--- config.mk ---
export PLATFORM = sky130hd
export DESIGN_NAME = rrp_burst_arbiter
export DESIGN_NICKNAME = d
export VERILOG_FILES = /design/src/rtl/rrp_burst_arbiter.sv
export SDC_FILE = /design/constraint.sdc
export NUM_CORES = 1
export LEC_CHECK = 0
export ABC_AREA = 1
export ABC_CLOCK_PERIOD_IN_PS = 4100
export BUFFER_PORTS_ARGS = -buffer_cell sky130_fd_sc_hd__buf_2
export CAP_MARGIN = 40
export CORE_MARGIN = 2
export CORE_UTILIZATION = 54
export CTS_CLUSTER_SIZE = 14
export DETAILED_ROUTE_END_ITERATION = 8
export PLACE_DENSITY = 0.81
export SLEW_MARGIN = 20
export SYNTH_ARGS = -nofsm -noshare
export SYNTH_HDL_FRONTEND = slang
export SYNTH_SLANG_ARGS = --single-unit
--- constraint.sdc ---
create_clock -name BUS_CLK -period 4.1 [get_ports BUS_CLK]
set_input_delay 0.615 -clock BUS_CLK [delete_from_list [all_inputs] [get_ports BUS_CLK]]
set_output_delay 0.615 -clock BUS_CLK [all_outputs]
set_load 0.005 [all_outputs]
--- src/rtl/rrp_burst_arbiter.sv ---
// rtl/rrp_burst_arbiter.sv - N-channel round-robin/fixed-priority burst merger of FWFT sources
// into one output stream through a small circular buffer.
module rrp_burst_arbiter #(
   parameter int N_CH       = 5,
   parameter int DATA_WIDTH = 32,
   parameter int MAX_BURST  = 16,
   parameter int OUT_DEPTH  = 4,
   parameter int FIXED_PRIO = 0
) (
   input  logic                         BUS_CLK,
   input  logic                         BUS_RST,
   input  logic [N_CH-1:0]              CH_ENABLE,
   input  logic [N_CH-1:0]              WRITE_REQ,
   input  logic [N_CH-1:0]              HOLD_REQ,
   input  logic [N_CH*DATA_WIDTH-1:0]   DATA_IN,
   output logic [N_CH-1:0]              READ_GRANT,
   input  logic                         READY_OUT,
   output logic                         WRITE_OUT,
   output logic [DATA_WIDTH-1:0]        DATA_OUT,
   output logic [$clog2(OUT_DEPTH):0]   OUT_COUNT,
   output logic                         BUSY
);

   localparam int IW = $clog2(N_CH);
   localparam int AW = $clog2(OUT_DEPTH);
   localparam int CW = AW + 1;
   localparam int BW = (MAX_BURST > 0) ? $clog2(MAX_BURST + 1) : 1;

   logic                  owner_valid_q, owner_valid_d;
   logic [IW-1:0]         owner_q, owner_d;
   logic [IW-1:0]         rr_ptr_q, rr_ptr_d;
   logic [BW-1:0]         burst_cnt_q, burst_cnt_d;
   logic [DATA_WIDTH-1:0] mem_q [OUT_DEPTH];
   logic [AW-1:0]         rd_ptr_q, wr_ptr_q;
   logic [CW-1:0]         count_q, count_d;

   logic [N_CH-1:0]       eligible;
   logic [IW-1:0]         pick;
   logic                  pick_found;
   logic                  owner_req, owner_en, owner_hold;
   logic                  has_space, grant, pop, burst_done, release_own;
   logic [DATA_WIDTH-1:0] owner_data;

   assign eligible   = WRITE_REQ & CH_ENABLE;
   assign owner_req  = WRITE_REQ[owner_q];
   assign owner_en   = CH_ENABLE[owner_q];
   assign owner_hold = HOLD_REQ[owner_q];
   assign owner_data = DATA_IN[int'(owner_q)*DATA_WIDTH +: DATA_WIDTH];

   // Grant looks only at the registered fill level so READY_OUT never reaches the sources.
   assign has_space   = count_q < CW'(OUT_DEPTH);
   assign grant       = owner_valid_q & owner_req & owner_en & has_space;
   assign pop         = READY_OUT & (count_q != '0);
   assign burst_done  = (MAX_BURST != 0) && grant && (int'(burst_cnt_q) + 1 >= MAX_BURST);
   assign release_own = owner_valid_q &
                        (~owner_en | (~owner_hold & (~owner_req | burst_done)));

   always_comb begin
      int idx;
      idx        = 0;
      pick       = '0;
      pick_found = 1'b0;
      for (int k = 0; k < N_CH; k++) begin
         idx = ((FIXED_PRIO != 0) ? 0 : int'(rr_ptr_q)) + k;
         if (idx >= N_CH) idx = idx - N_CH;
         if (!pick_found && eligible[idx]) begin
            pick_found = 1'b1;
            pick       = IW'(idx);
         end
      end
   end

   // rr_ptr already points past the current owner, so a releasing channel comes last.
   always_comb begin
      owner_valid_d = owner_valid_q;
      owner_d       = owner_q;
      rr_ptr_d      = rr_ptr_q;
      burst_cnt_d   = burst_cnt_q;
      if (grant && (int'(burst_cnt_q) < MAX_BURST)) burst_cnt_d = burst_cnt_q + 1'b1;
      if (!owner_valid_q || release_own) begin
         burst_cnt_d = '0;
         if (pick_found) begin
            owner_valid_d = 1'b1;
            owner_d       = pick;
            rr_ptr_d      = (int'(pick) == N_CH - 1) ? '0 : pick + 1'b1;
         end else begin
            owner_valid_d = 1'b0;
         end
      end
   end

   assign count_d = count_q + CW'(grant) - CW'(pop);

   always_ff @(posedge BUS_CLK or posedge BUS_RST) begin
      if (BUS_RST) begin
         owner_valid_q <= 1'b0;
         owner_q       <= '0;
         rr_ptr_q      <= '0;
         burst_cnt_q   <= '0;
         rd_ptr_q      <= '0;
         wr_ptr_q      <= '0;
         count_q       <= '0;
      end else begin
         owner_valid_q <= owner_valid_d;
         owner_q       <= owner_d;
         rr_ptr_q      <= rr_ptr_d;
         burst_cnt_q   <= burst_cnt_d;
         count_q       <= count_d;
         if (grant) wr_ptr_q <= wr_ptr_q + 1'b1;
         if (pop)   rd_ptr_q <= rd_ptr_q + 1'b1;
      end
   end

   always_ff @(posedge BUS_CLK) begin
      if (grant) mem_q[wr_ptr_q] <= owner_data;
   end

   assign READ_GRANT = grant ? ({{(N_CH-1){1'b0}}, 1'b1} << owner_q) : '0;
   assign WRITE_OUT  = pop;
   assign DATA_OUT   = (count_q != '0) ? mem_q[rd_ptr_q] : '0;
   assign OUT_COUNT  = count_q;
   assign BUSY       = owner_valid_q | (count_q != '0);

endmodule

# Word level (Yosys, flattened, before mapping)
# Memory sizes are Yosys's and may differ from the RTL's.
# Cells that the tools add are included.
[op_classes]
n_addsub = 16
n_mul = 0
div = 0
n_lt_le_gt_ge = 14
eq_ne = 1
shifts = 2
mux = 44
bitwise = 13
n_reduce_logical = 15
[op_table]
columns = ["cell", "n"]
rows = [
  ["2-to-1 mux 32 bit", 6],
  ["less-than comparator 32 x 5 -> 1 bit, second input constant", 5],
  ["indexed part select 160 x 9 -> 32 bit", 1],
  ["binary-select mux 1 bit (select 3 bit)", 8],
  ["2-to-1 mux 1 bit", 21],
  ["subtractor 4 x 3 -> 5 bit, second input constant", 4],
  ["2-to-1 mux 3 bit", 6],
  [">= comparator 4 x 3 -> 1 bit, second input constant", 4],
  ["2-to-1 mux 5 bit", 3],
  ["adder 3 x 2 -> 4 bit, second input constant", 2],
  ["adder 5 x 1 -> 6 bit, second input constant", 1],
  ["bitwise AND 1 bit", 6],
  [">= comparator 6 x 5 -> 1 bit, second input constant", 1],
  ["logical AND 1 bit", 6],
  ["adder 5 x 1 -> 5 bit, second input constant", 1],
  ["bitwise AND 5 bit", 1],
  ["logical NOT 1 bit", 5],
  ["less-than comparator 5 bit, second input constant", 1],
  ["left shift 1 x 3 -> 5 bit, first input constant", 1],
  ["adder 2 x 1 -> 2 bit, second input constant", 2],
  ["adder 3 x 1 -> 4 bit, second input constant", 1],
  ["adder 3 x 3 -> 4 bit, second input constant", 1],
  ["less-than comparator 3 x 4 -> 1 bit, second input constant", 1],
  ["subtractor 3 x 3 -> 4 bit, second input constant", 1],
  ["other kinds (12)", 16],
]
[word_totals]
ff_bits = 19
latch_bits = 0
mem_bits_rw = 128
rom_bits = 0
output_inout_bits = 42
n_memories = 1
[mem_list]
columns = ["name", "depth", "word_bits", "rd", "rd_ports_with_merged_regs", "wr", "line_no", "rtl"]
rows = [
  ["mem_q", 4, 32, 1, 0, 1, "33", "logic [DATA_WIDTH-1:0] mem_q [OUT_DEPTH];"],
]

# Logic depth before layout (Yosys ltp)
# Gate-level depths: netlist of the first run.
[depth]
depth_word = 20
depth_mapped = 25
depth_no_buf = 24

# Least setup slack after synthesis of the first run
# No wires, ideal clock.
[synth_timing]
kind = "reg-to-reg"
from = "reg owner_q[1]"
to = "mem mem_q[0][0] (enable)"
arrival_time_ns = 2.794
setup_slack_ns = 0.885
path_stages_with_launch = 12
period_less_slack_ns = 3.215
path_cell_list = "dfrtp_1 > buf_6 > inv_2 > buf_4 > nand3_1 > nand4_1 > nand2_1 > nand2_1 > nand2_1 > nor2_4 > clkinv_1 > nor2_1"
[synth_via]
elab_chain_cells = 7
word_cells_on_any_way = 9
classes_between = "mux (6); bitwise (3)"
[synth_rtl]
columns = ["item", "line_no", "rtl"]
rows = [
  ["from (decl)", "30", "logic [IW-1:0] owner_q, owner_d;"],
  ["from (signal assigned)", "105", "owner_q <= owner_d;"],
  ["binary-select mux 1 bit (select 3 bit)", "45", "assign owner_req = WRITE_REQ[owner_q];"],
  ["2-to-1 mux 1 bit (not written as such)", "45", ""],
  ["bitwise AND 1 bit", "52", "assign grant = owner_valid_q & owner_req & owner_en & has_space;"],
  ["bitwise AND 1 bit (*) (2 in series)", "52", ""],
  ["2-to-1 mux 1 bit (*)", "115", "if (grant) mem_q[wr_ptr_q] <= owner_data;"],
  ["2-to-1 mux 1 bit (not written as such) (*)", "115", ""],
  ["to (decl)", "33", ""],
]
# Every way passes the cells marked *; elsewhere a longest branch is shown, timed or not. The select of a mux whose other input is x is not followed.

# Final worst setup path of the first run
[layout_timing]
from = "reg owner_q[1]"
to = "reg count_q[2] (netlist: OUT_COUNT[2])"
[layout_via]
elab_chain_cells = 7
word_cells_on_any_way = 9
classes_between = "add/sub (2); mux (4); bitwise (3)"
[layout_rtl]
columns = ["item", "line_no", "rtl"]
rows = [
  ["binary-select mux 1 bit (select 3 bit)", "45", ""],
  ["2-to-1 mux 1 bit (not written as such)", "45", ""],
  ["bitwise AND 1 bit", "52", ""],
  ["bitwise AND 1 bit (*) (2 in series)", "52", ""],
  ["adder 3 x 1 -> 3 bit (*)", "92", "assign count_d = count_q + CW'(grant) - CW'(pop);"],
  ["subtractor 3 x 1 -> 3 bit (*)", "92", ""],
  ["net count_d[2]", "35", "logic [CW-1:0] count_q, count_d;"],
  ["to (signal assigned)", "108", "count_q <= count_d;"],
  ["to (decl)", "35", ""],
]
# The timed path passes the listed nets; every way through them passes the cells marked *. The select of a mux whose other input is x is not followed.
# A chain may end at the register's enable or synchronous reset.

==> results of run 1 <==
[layout by cell type (no fill, tap or decap), types with 22 or more instances in the layout]
cell | netlist | final
sky130_fd_sc_hd__ha_1 | 22 | 22
sky130_fd_sc_hd__inv_1 | 44 | 44
sky130_fd_sc_hd__edfxtp_1 | 128 | 128
sky130_fd_sc_hd__a22o_1 | 32 | 32
sky130_fd_sc_hd__o21ai_0 | 76 | 76
sky130_fd_sc_hd__nand2_1 | 178 | 178
sky130_fd_sc_hd__nand4_1 | 41 | 41
sky130_fd_sc_hd__nor2_1 | 158 | 154
sky130_fd_sc_hd__a21oi_1 | 35 | 35
sky130_fd_sc_hd__nand3_1 | 104 | 104
sky130_fd_sc_hd__buf_2 | 0 | 219
[registers in the layout (all words and copies together), names as in the netlist]
| register | cells |
|---|---|
| owner_q | 3 |
| OUT_COUNT | 3 |
| owner_valid_q | 1 |
| burst_cnt_q | 5 |
| rr_ptr_q | 3 |
| wr_ptr_q | 2 |
| mem_q | 128 |
| rd_ptr_q | 2 |
[power groups by stage]
stage | combinational [W] | sequential (W) | clock, W
global route | 0.00588 | 0.00233 | 0.00157
global placement | 0.00504 | 0.00232 | 0
detailed placement | 0.00513 | 0.00233 | 0
CTS | 0.00517 | 0.00230 | 0.00150
floorplan | 0.00369 | 0.00225 | 0
finish | 0.00528 | 0.00230 | 0.00149
[metrics by stage]
step	cell area [µm²]	total power, W	hold WS, ps	setup slack (ps)	util, %
after floorplan	8420	0.00594	494	885	-
after global placement	9730	0.00736	524	789	64.0
after detailed placement	9740	0.00745	524	668	64.1
after CTS	10300	0.00897	149	653	67.9
after global routing	10300	0.00978	154	386	68.0
final	10400	0.00908	153	642	68.1
[worst reg2reg max path: cells and delay by family (launching register included)]
kind / cells / cell delay (ps)
buffers and inverters: 6 / 1160
xor gates and xnor gates: 2 / 280
DFF: 1 / 560
and+or+nand+nor: 4 / 550
adders and majority gates: 3 / 780
[routing by layer]
metal,global-route usage (%),wire [µm],vias to the layer above
met5,0,13,-
met4,14.3,1010,2
met3,7.65,2570,85
met2,50.1,11900,478
met1,38.6,9580,3702
li1,-,-,3754
[cell type report]
cell class              instances  share of cell area, %
flip-flops and latches        147                   41.7
inverters                      55                   2.02
multi-input cells             706                   35.6
well taps                     188                   2.27
diodes                          5                  0.121
clock inverters                15                   1.44
clock buffers                  17                   4.11
repair buffers                241                   12.7
[how the worst min path moves through the flow]
stage,startpoint,to,slack (ps)
3_5_place_dp,wr_ptr_q[0],wr_ptr_q[0],520
2_1_floorplan,wr_ptr_q[0],wr_ptr_q[0],490
5_1_grt,BUS_RST,owner_q[1],150
4_1_cts,BUS_RST,OUT_COUNT[1],150
6_report,BUS_RST,owner_q[1],150
3_3_place_gp,wr_ptr_q[0],wr_ptr_q[0],520
[kinds of logic (layout without fill, tap and decap cells)]
group | after synthesis | in the layout
AOI/OAI and AO/OA | 160 | 160
adders and majority gates | 23 | 23
and+or+nand+nor | 513 | 513
DFF | 147 | 147
buffers and inverters | 109 | 328
xor gates and xnor gates | 10 | 10
other | 0 | 5
==> reports/results.txt, run 1 <==
The logs give 962 for the cell count after synthesis and 0.998 for the weighted congestion at the end of routability-driven global placement. For this design the static power due to leakage is 4.52 nW. Tracing the worst setup path back leads to its startpoint at owner_q[1]. After detailed placement, the design holds a cell count of 1336. The power density over cell area was 877 mW/mm². The post-synthesis compound-gate area fraction was 11.4%.

The quantity of I/O buffers inserted on ports is 219. Sorting the synthesized cells by area gives the leading types as sky130_fd_sc_hd__edfxtp_1 46%, sky130_fd_sc_hd__nand2_1 7.9%, sky130_fd_sc_hd__nor2_1 7.0%, sky130_fd_sc_hd__nand3_1 6.2%, sky130_fd_sc_hd__dfrtp_1 5.6%. The number of violations of the max-capacitance limit was 0; the proportion of synthesized chip area in sequential cells was 51.3%. The part of the power in combinational logic was 58.2%; the slack of the worst reg-to-reg path was 640 ps.

Of the total synthesized cell area, the portion taken by XOR and XNOR cells is 1.04%. The post-route antenna net violation count was 0; the post-route DRC violation count was 0. Clock tree synthesis selected as its root buffer the cell sky130_fd_sc_hd__clkbuf_16.

The proportion of synthesized flip-flops having asynchronous set or reset is 12.9%, and the number of cells upsized or downsized after cts is 0. The CTS sink count came out at 147. After synthesis, the most frequently instantiated cells are 178 x sky130_fd_sc_hd__nand2_1, 158 x sky130_fd_sc_hd__nor2_1, 128 x sky130_fd_sc_hd__edfxtp_1. The all-layer global routing usage is 30.6%, and the post-synthesis share of cell area spent on full adders, half adders and majority gates is 3.51%.

The worst slew margin relative to its limit is 46.9%, and the row count is 45. Wires add up to 25100 µm. The final number of hold-violating endpoints came out at 0. The total setup buffers inserted after CTS was 0.

The tools report the count of routing violations after the opening detailed-route iteration as 874. In this run the vertical extent of the chip is 129 µm. The flow ran to the end, and the final reports show no timing, DRC or antenna violations. For the pin with the worst max-slew slack, the measured transition is 795 ps.

Setup violations remaining at the end of the flow were counted as 0. The total number of cells along the worst setup path came out at 15. The end of the worst register-to-register path is OUT_COUNT[2]. In the final design database the tool counted 1369 nets.

The post-synthesis register bit count was 147. The first global-routing pass estimated 38600 µm of wire. Net switching is 47.5% of the power. Of the total power, registers draw 25.4%. In the routed layout, each cell is associated on average with a via count of 5.84. Proportion of synthesized area in mux cells: 0%. The tools report the buffer levels on the longest clock path as 2. The area occupied by registers came out at 0.00432 mm². The prevailing post-synth register cell was sky130_fd_sc_hd__edfxtp_1. The worst setup path is launched from a flop.

Largest delay contributor family on the critical path: buffers and inverters. The tools report the required time reported for the critical path endpoint as 4400 ps. The die span in x works out to 129 µm.

Counting flops with a built-in enable in the synthesized netlist gives 128. Switching power total: 0.00432 W. For the cell area after synthesis, the log shows 0.00842 mm². Along the worst path, the maximum fanout reaches 25. In the final layout, the share of cells above drive strength 1 is 27.0%. Clock skew on the completed layout was measured at 12.8 ps.

The tools report the initial core utilization as 55.4%. The logs give 0 for the cts-stage hold buffer count and 6 for the number of search-and-repair iterations in the first detailed-routing pass. After filler insertion, the fill cell instance count of the layout stands at 1191. The number of different library cells used by synthesis comes to 41. The H-tree was split into 4 levels. Counting every net in the synthesized netlist gives 1163. Counting I/O delays and the setup requirement, the final critical path takes 3460 ps.

Clock network power share: 16.5%. The worst-case IR drop observed on VDD is 0.417 mV. The floorplan step defined a core boundary enclosing 0.0152 mm². After layout, the worst path uses 84.3% of the clock period.

Category of the critical setup timing path: flop to flop. Static timing analysis puts the maximum clock frequency at 289 MHz. Number of antenna violations at the first check in global routing: 3.

The synthesized netlist devotes 27.5% of its cell area to simple gates. The highest-delay cell along the critical path is sky130_fd_sc_hd__dfrtp_1. Summing all multi-input logic gate instances after layout gives 0.00369 mm². Setup repair after global routing left no endpoint under its margin. The max-slew violation total from the final report came out at 0.

The cell type with the highest aggregate area in the netlist was sky130_fd_sc_hd__edfxtp_1. Internal power comes to 0.00476 W. The synthesized design devotes to its leading area cell type 45.7% of total area. For the final-layout setup total negative slack, the log shows 0 ps.

Measured in cells, the most critical reg-to-reg path has a length of 15. Once layout is complete, the cells apart from fillers number 1374. In this run the critical register-to-register path is launched from owner_q[1].

Highest cell delay on the worst timing path: 560 ps. The synthesized area divided by synthesized cell count came out at 8.75 µm². In this run the count of I/O pins placed on the die edge is 220.

By area, the combinational part of the netlist is dominated by simple AND/OR/NAND/NOR gates. The worst setup path is captured at a flop. By instance count, the leading cell after synthesis is sky130_fd_sc_hd__nand2_1.

The full die area is 0.0166 mm². Following the worst setup path forward leads to its endpoint at OUT_COUNT[2]. The number of global-route vias before repair was 7680. For the placed wire-length estimate, the log shows 17400 µm. The critical path goes through inv_2 > buf_4 > nand3_1 > nand2_1 > nand3_1 > nor2_4 > clkinv_1 > buf_4 > ha_1 > inv_1 > ha_1 > inv_1 > fa_1 > xnor2_1 > xor2_1. The path category of the worst min-delay check is input pin to asynchronous set/reset pin. The logs give 0 for the synthesis warning total and 17 for the number of buffers added by the clock tree synthesis step. Relative to the synthesized area, the layout overhead comes to 23.0%. The sum of buffers and inverters on the critical path works out to 6. The maximum number of pins on one net before global-route repair was 67; the via count was 8021. In the final routed layout, each cell accounts on average for 18.2 µm. TritonCTS built the clock tree. Data on the critical path arrives at its endpoint at 3760 ps. The run gives 0 as the total grt overflow. At the later pin of the worst-skew pair, clock insertion delay measures 420 ps. After clock tree synthesis, the clock-pin slew on the worst setup and hold paths is 60 ps.
(Power assumes the default switching activity.)
==> run 2, diff against run 1 <==
--- a/config.mk
+++ b/config.mk
@@ -6,7 +6,7 @@
 export NUM_CORES = 1
 export LEC_CHECK = 0
 export ABC_AREA = 1
-export ABC_CLOCK_PERIOD_IN_PS = 4100
+export ABC_CLOCK_PERIOD_IN_PS = 3600
 export BUFFER_PORTS_ARGS = -buffer_cell sky130_fd_sc_hd__buf_2
 export CAP_MARGIN = 40
 export CORE_MARGIN = 2
==> constraint.sdc (replaced) <==
create_clock -name BUS_CLK -period 3.6 [get_ports BUS_CLK]
set_input_delay 0.54 -clock BUS_CLK [delete_from_list [all_inputs] [get_ports BUS_CLK]]
set_output_delay 0.54 -clock BUS_CLK [all_outputs]
set_load 0.005 [all_outputs]
==> reports/results.txt, run 2 (synthesized netlist as in run 1, its figures left out) <==
The wire length per cell after detailed routing works out to 17.8 µm (-2.4%). The global-route layer with the greatest usage is met2. The critical path data arrival time is 3590 ps (-170 ps), and the all-layer global routing usage is 30.0% (-0.63 points). The area occupied by registers came out at 0.00432 mm² (about the same). The clock network latency to the later pin of the worst-skew pair is 420 ps (about the same), and the number of antenna violations at the first check in global routing is 1 (-2). The cell depth of the worst flop-to-flop path works out to 23 (+8).

Endpoint kind of the worst setup timing path: a flop. The count of routing violations after the opening detailed-route iteration is 881 (+0.80%), and the maximum number of pins on one net before global-route repair is 53 (-21%). Path category of the worst min-delay check: input pin to flop. The global routing usage on met1 is 38.4% (-0.19 points). The tools report the worst slew margin relative to its limit as 62.9% (+16 points). The end of the worst register-to-register path was rr_ptr_q[2]. The logs give 0 (unchanged) for the final number of hold-violating endpoints and 320 ps (-320 ps) for the slack of the worst reg-to-reg path. For the number of buffers added by the clock tree synthesis step, the log shows 17 (unchanged). The CTS H-tree depth was 4 (unchanged). In this run the most critical hold path is launched from DATA_IN[135]. The buffer levels on the longest clock path is 2 (unchanged).

TritonCTS built the clock tree. Area of the core: 0.0152 mm² (unchanged). Leaving out fill and tap cells, the most frequent cell in the layout is sky130_fd_sc_hd__buf_2. The total leakage power was 4.56 nW (+0.93%); the power density over cell area was 1000 mW/mm² (+14%).

The tools report the number of search-and-repair iterations in the first detailed-routing pass as 5 (-1). The required time reported for the critical path endpoint came out at 3920 ps (-480 ps). The run gives 17000 µm (-2.2%) as the placed wire-length estimate.

Setup repair after global routing left no endpoint under its margin. For the number of global-route vias before repair, the log shows 7680 (unchanged). Post-route DRC violation count: 0 (unchanged). The launch point of the critical path is rr_ptr_q[1]. The library cells used most frequently in the layout, excluding fill and tap cells, are 219 x sky130_fd_sc_hd__buf_2, 178 x sky130_fd_sc_hd__nand2_1, 154 x sky130_fd_sc_hd__nor2_1, 128 x sky130_fd_sc_hd__edfxtp_1, 104 x sky130_fd_sc_hd__nand3_1. The worst hold path was traced through 2 stages. For the initial core utilization, the log shows 55.4% (unchanged). The max-slew violation total from the final report came out at 0 (unchanged). The CTS sink count is 147 (unchanged). In the final layout, the registers with the most flip-flops are mem_q x128, burst_cnt_q x5. Clock slew seen by the registers of the worst setup and hold paths: 70 ps (about the same). The number of flip-flops in the largest register is 128 (unchanged), and the placed instance count is 1337 (+0.075%).

For the setup clock skew after layout, the log shows 9.74 ps (-3.04 ps). The post-detailed-route via-to-cell ratio works out to 5.79 (-0.86%). In this run the critical register-to-register path is launched from rr_ptr_q[1].

The die span in y was 129 µm (unchanged). Worst-margin pin slew: 557 ps (-238 ps). The weighted congestion at the end of routability-driven global placement is 0.968 (-3.1%), and the multi-input logic area is 0.00369 mm² (unchanged). For the final-layout setup total negative slack, the log shows 0 ps (unchanged). For the row count, the log shows 45 (unchanged). In this run the clock root is driven by a sky130_fd_sc_hd__clkbuf_16. The run finished with clean final reports. The setup-violating endpoint count in the final report is 0 (unchanged).

mem_q holds more flip-flops than any other register. The logs give 24500 µm (-2.3%) for the wire length after detailed routing and 50.2% (+0.093 points) for the met2 capacity usage during global routing. Critical path startpoint category: a flop.

The die span in x is 129 µm (unchanged), and the maximum operating frequency is 305 MHz (+5.5%). The area growth from synthesis to final layout is 23.9%, and the global routing usage on met3 is 6.65% (-1.0 points). The sink of the worst hold path was mem_q[3][7]. The fill cell total of the finished layout is 1188 (-0.25%). The tools report the total grt overflow as 0 (unchanged).

Full die area: 0.0166 mm² (unchanged). The tools report the maximum vdd drop as 0.811 mV (+94%). The final cycle utilization of the critical path works out to 91.0% (+6.7 points). The setup path with the least slack is of type flop to flop.

The post-route antenna net violation count was 0 (unchanged); the number of cells in the finished layout apart from fillers was 1375 (+0.073%). The ratio of cells with drive above 1 in the final layout was 27.3% (+0.33 points). The run gives 220 (unchanged) as the top-level port count.

The quantity of I/O buffers inserted on ports is 219 (unchanged), and the biggest fanout along the worst timing path is 10 (-60%). The global-route wire length before repair came out at 38400 µm (-0.77%). The run gives 0 (unchanged) as the number of violations of the max-capacitance limit. For the final-layout worst hold slack, the log shows 481 ps (+328 ps). The run gives 7958 (-0.79%) as the via count. For the total number of nets in the final design, the log shows 1373 (+0.29%). The minimum period implied by the final worst setup slack is 3280 ps (-182 ps).
[run 2: metal layers]
metal / vias up / wire length (µm)
met5: - / 0
met4: 0 / 473
met3: 47 / 1950
met2: 418 / 12100
met1: 3716 / 9920
li1: 3777 / -
[run 2: per-stage QoR]
stage | util, % | setup WS, ps | power (W) | cell area [µm²]
4_1_cts | 68.3 | 283 | 0.0103 | 10400
5_1_grt | 68.6 | 61.5 | 0.0112 | 10400
6_report | 68.6 | 323 | 0.0105 | 10400
2_1_floorplan | - | 385 | 0.00677 | 8420
3_3_place_gp | 64.2 | 445 | 0.00833 | 9760
3_5_place_dp | 64.4 | 297 | 0.00854 | 9790
[run 2: area by class of cell]
type                    count  share of cell area (%)
diodes                      2                  0.0480
inverters                  55                    2.04
clock inverters            15                    1.61
multi-input cells         706                    35.4
repair buffers            245                    13.1
well taps                 188                    2.26
flip-flops and latches    147                    41.4
clock buffers              17                    4.08
[run 2: repair_timing]
item,CTS,global route
endpoints found under the hold margin,0,1
resized for setup,0,2
setup buffers,0,2
endpoints found under the setup margin,0,2
hold buffers,0,1
[run 2: how the worst max path moves through the flow]
stage / end / slack [ps]
floorplan: mem_q[0][0] / 380
global placement: rr_ptr_q[2] / 450
detailed placement: rr_ptr_q[2] / 300
CTS: rr_ptr_q[2] / 280
global route: rr_ptr_q[2] / 60
finish: rr_ptr_q[2] / 320
[run 2: critical path, cell delays in order, from the launching register on]
cell and delay (ps):
sky130_fd_sc_hd__dfrtp_2 480, sky130_fd_sc_hd__clkinvlp_4 260, sky130_fd_sc_hd__ha_1 260, sky130_fd_sc_hd__inv_1 50
sky130_fd_sc_hd__ha_1 140, sky130_fd_sc_hd__inv_1 70, sky130_fd_sc_hd__nand2_2 140, sky130_fd_sc_hd__nand2_1 80
sky130_fd_sc_hd__o21ai_2 90, sky130_fd_sc_hd__nand3_1 120, sky130_fd_sc_hd__nand3_1 150, sky130_fd_sc_hd__nand2_1 90
sky130_fd_sc_hd__nor2_1 210, sky130_fd_sc_hd__nand2_1 120, sky130_fd_sc_hd__o211ai_1 100, sky130_fd_sc_hd__nand2_1 100
sky130_fd_sc_hd__nand3_1 70, sky130_fd_sc_hd__nand2_1 130, sky130_fd_sc_hd__inv_1 90, sky130_fd_sc_hd__ha_1 150
sky130_fd_sc_hd__nand3b_1 100, sky130_fd_sc_hd__nand2_1 60, sky130_fd_sc_hd__nand2_1 60, sky130_fd_sc_hd__nand2_1 40
[run 2: power by group]
| group | total [W] | switching (W) | internal (W) |
|---|---|---|---|
| clock network | 0.00177 | 0.000733 | 0.00104 |
| logic | 0.00606 | 0.00401 | 0.00205 |
| registers | 0.00262 | 0.000173 | 0.00244 |
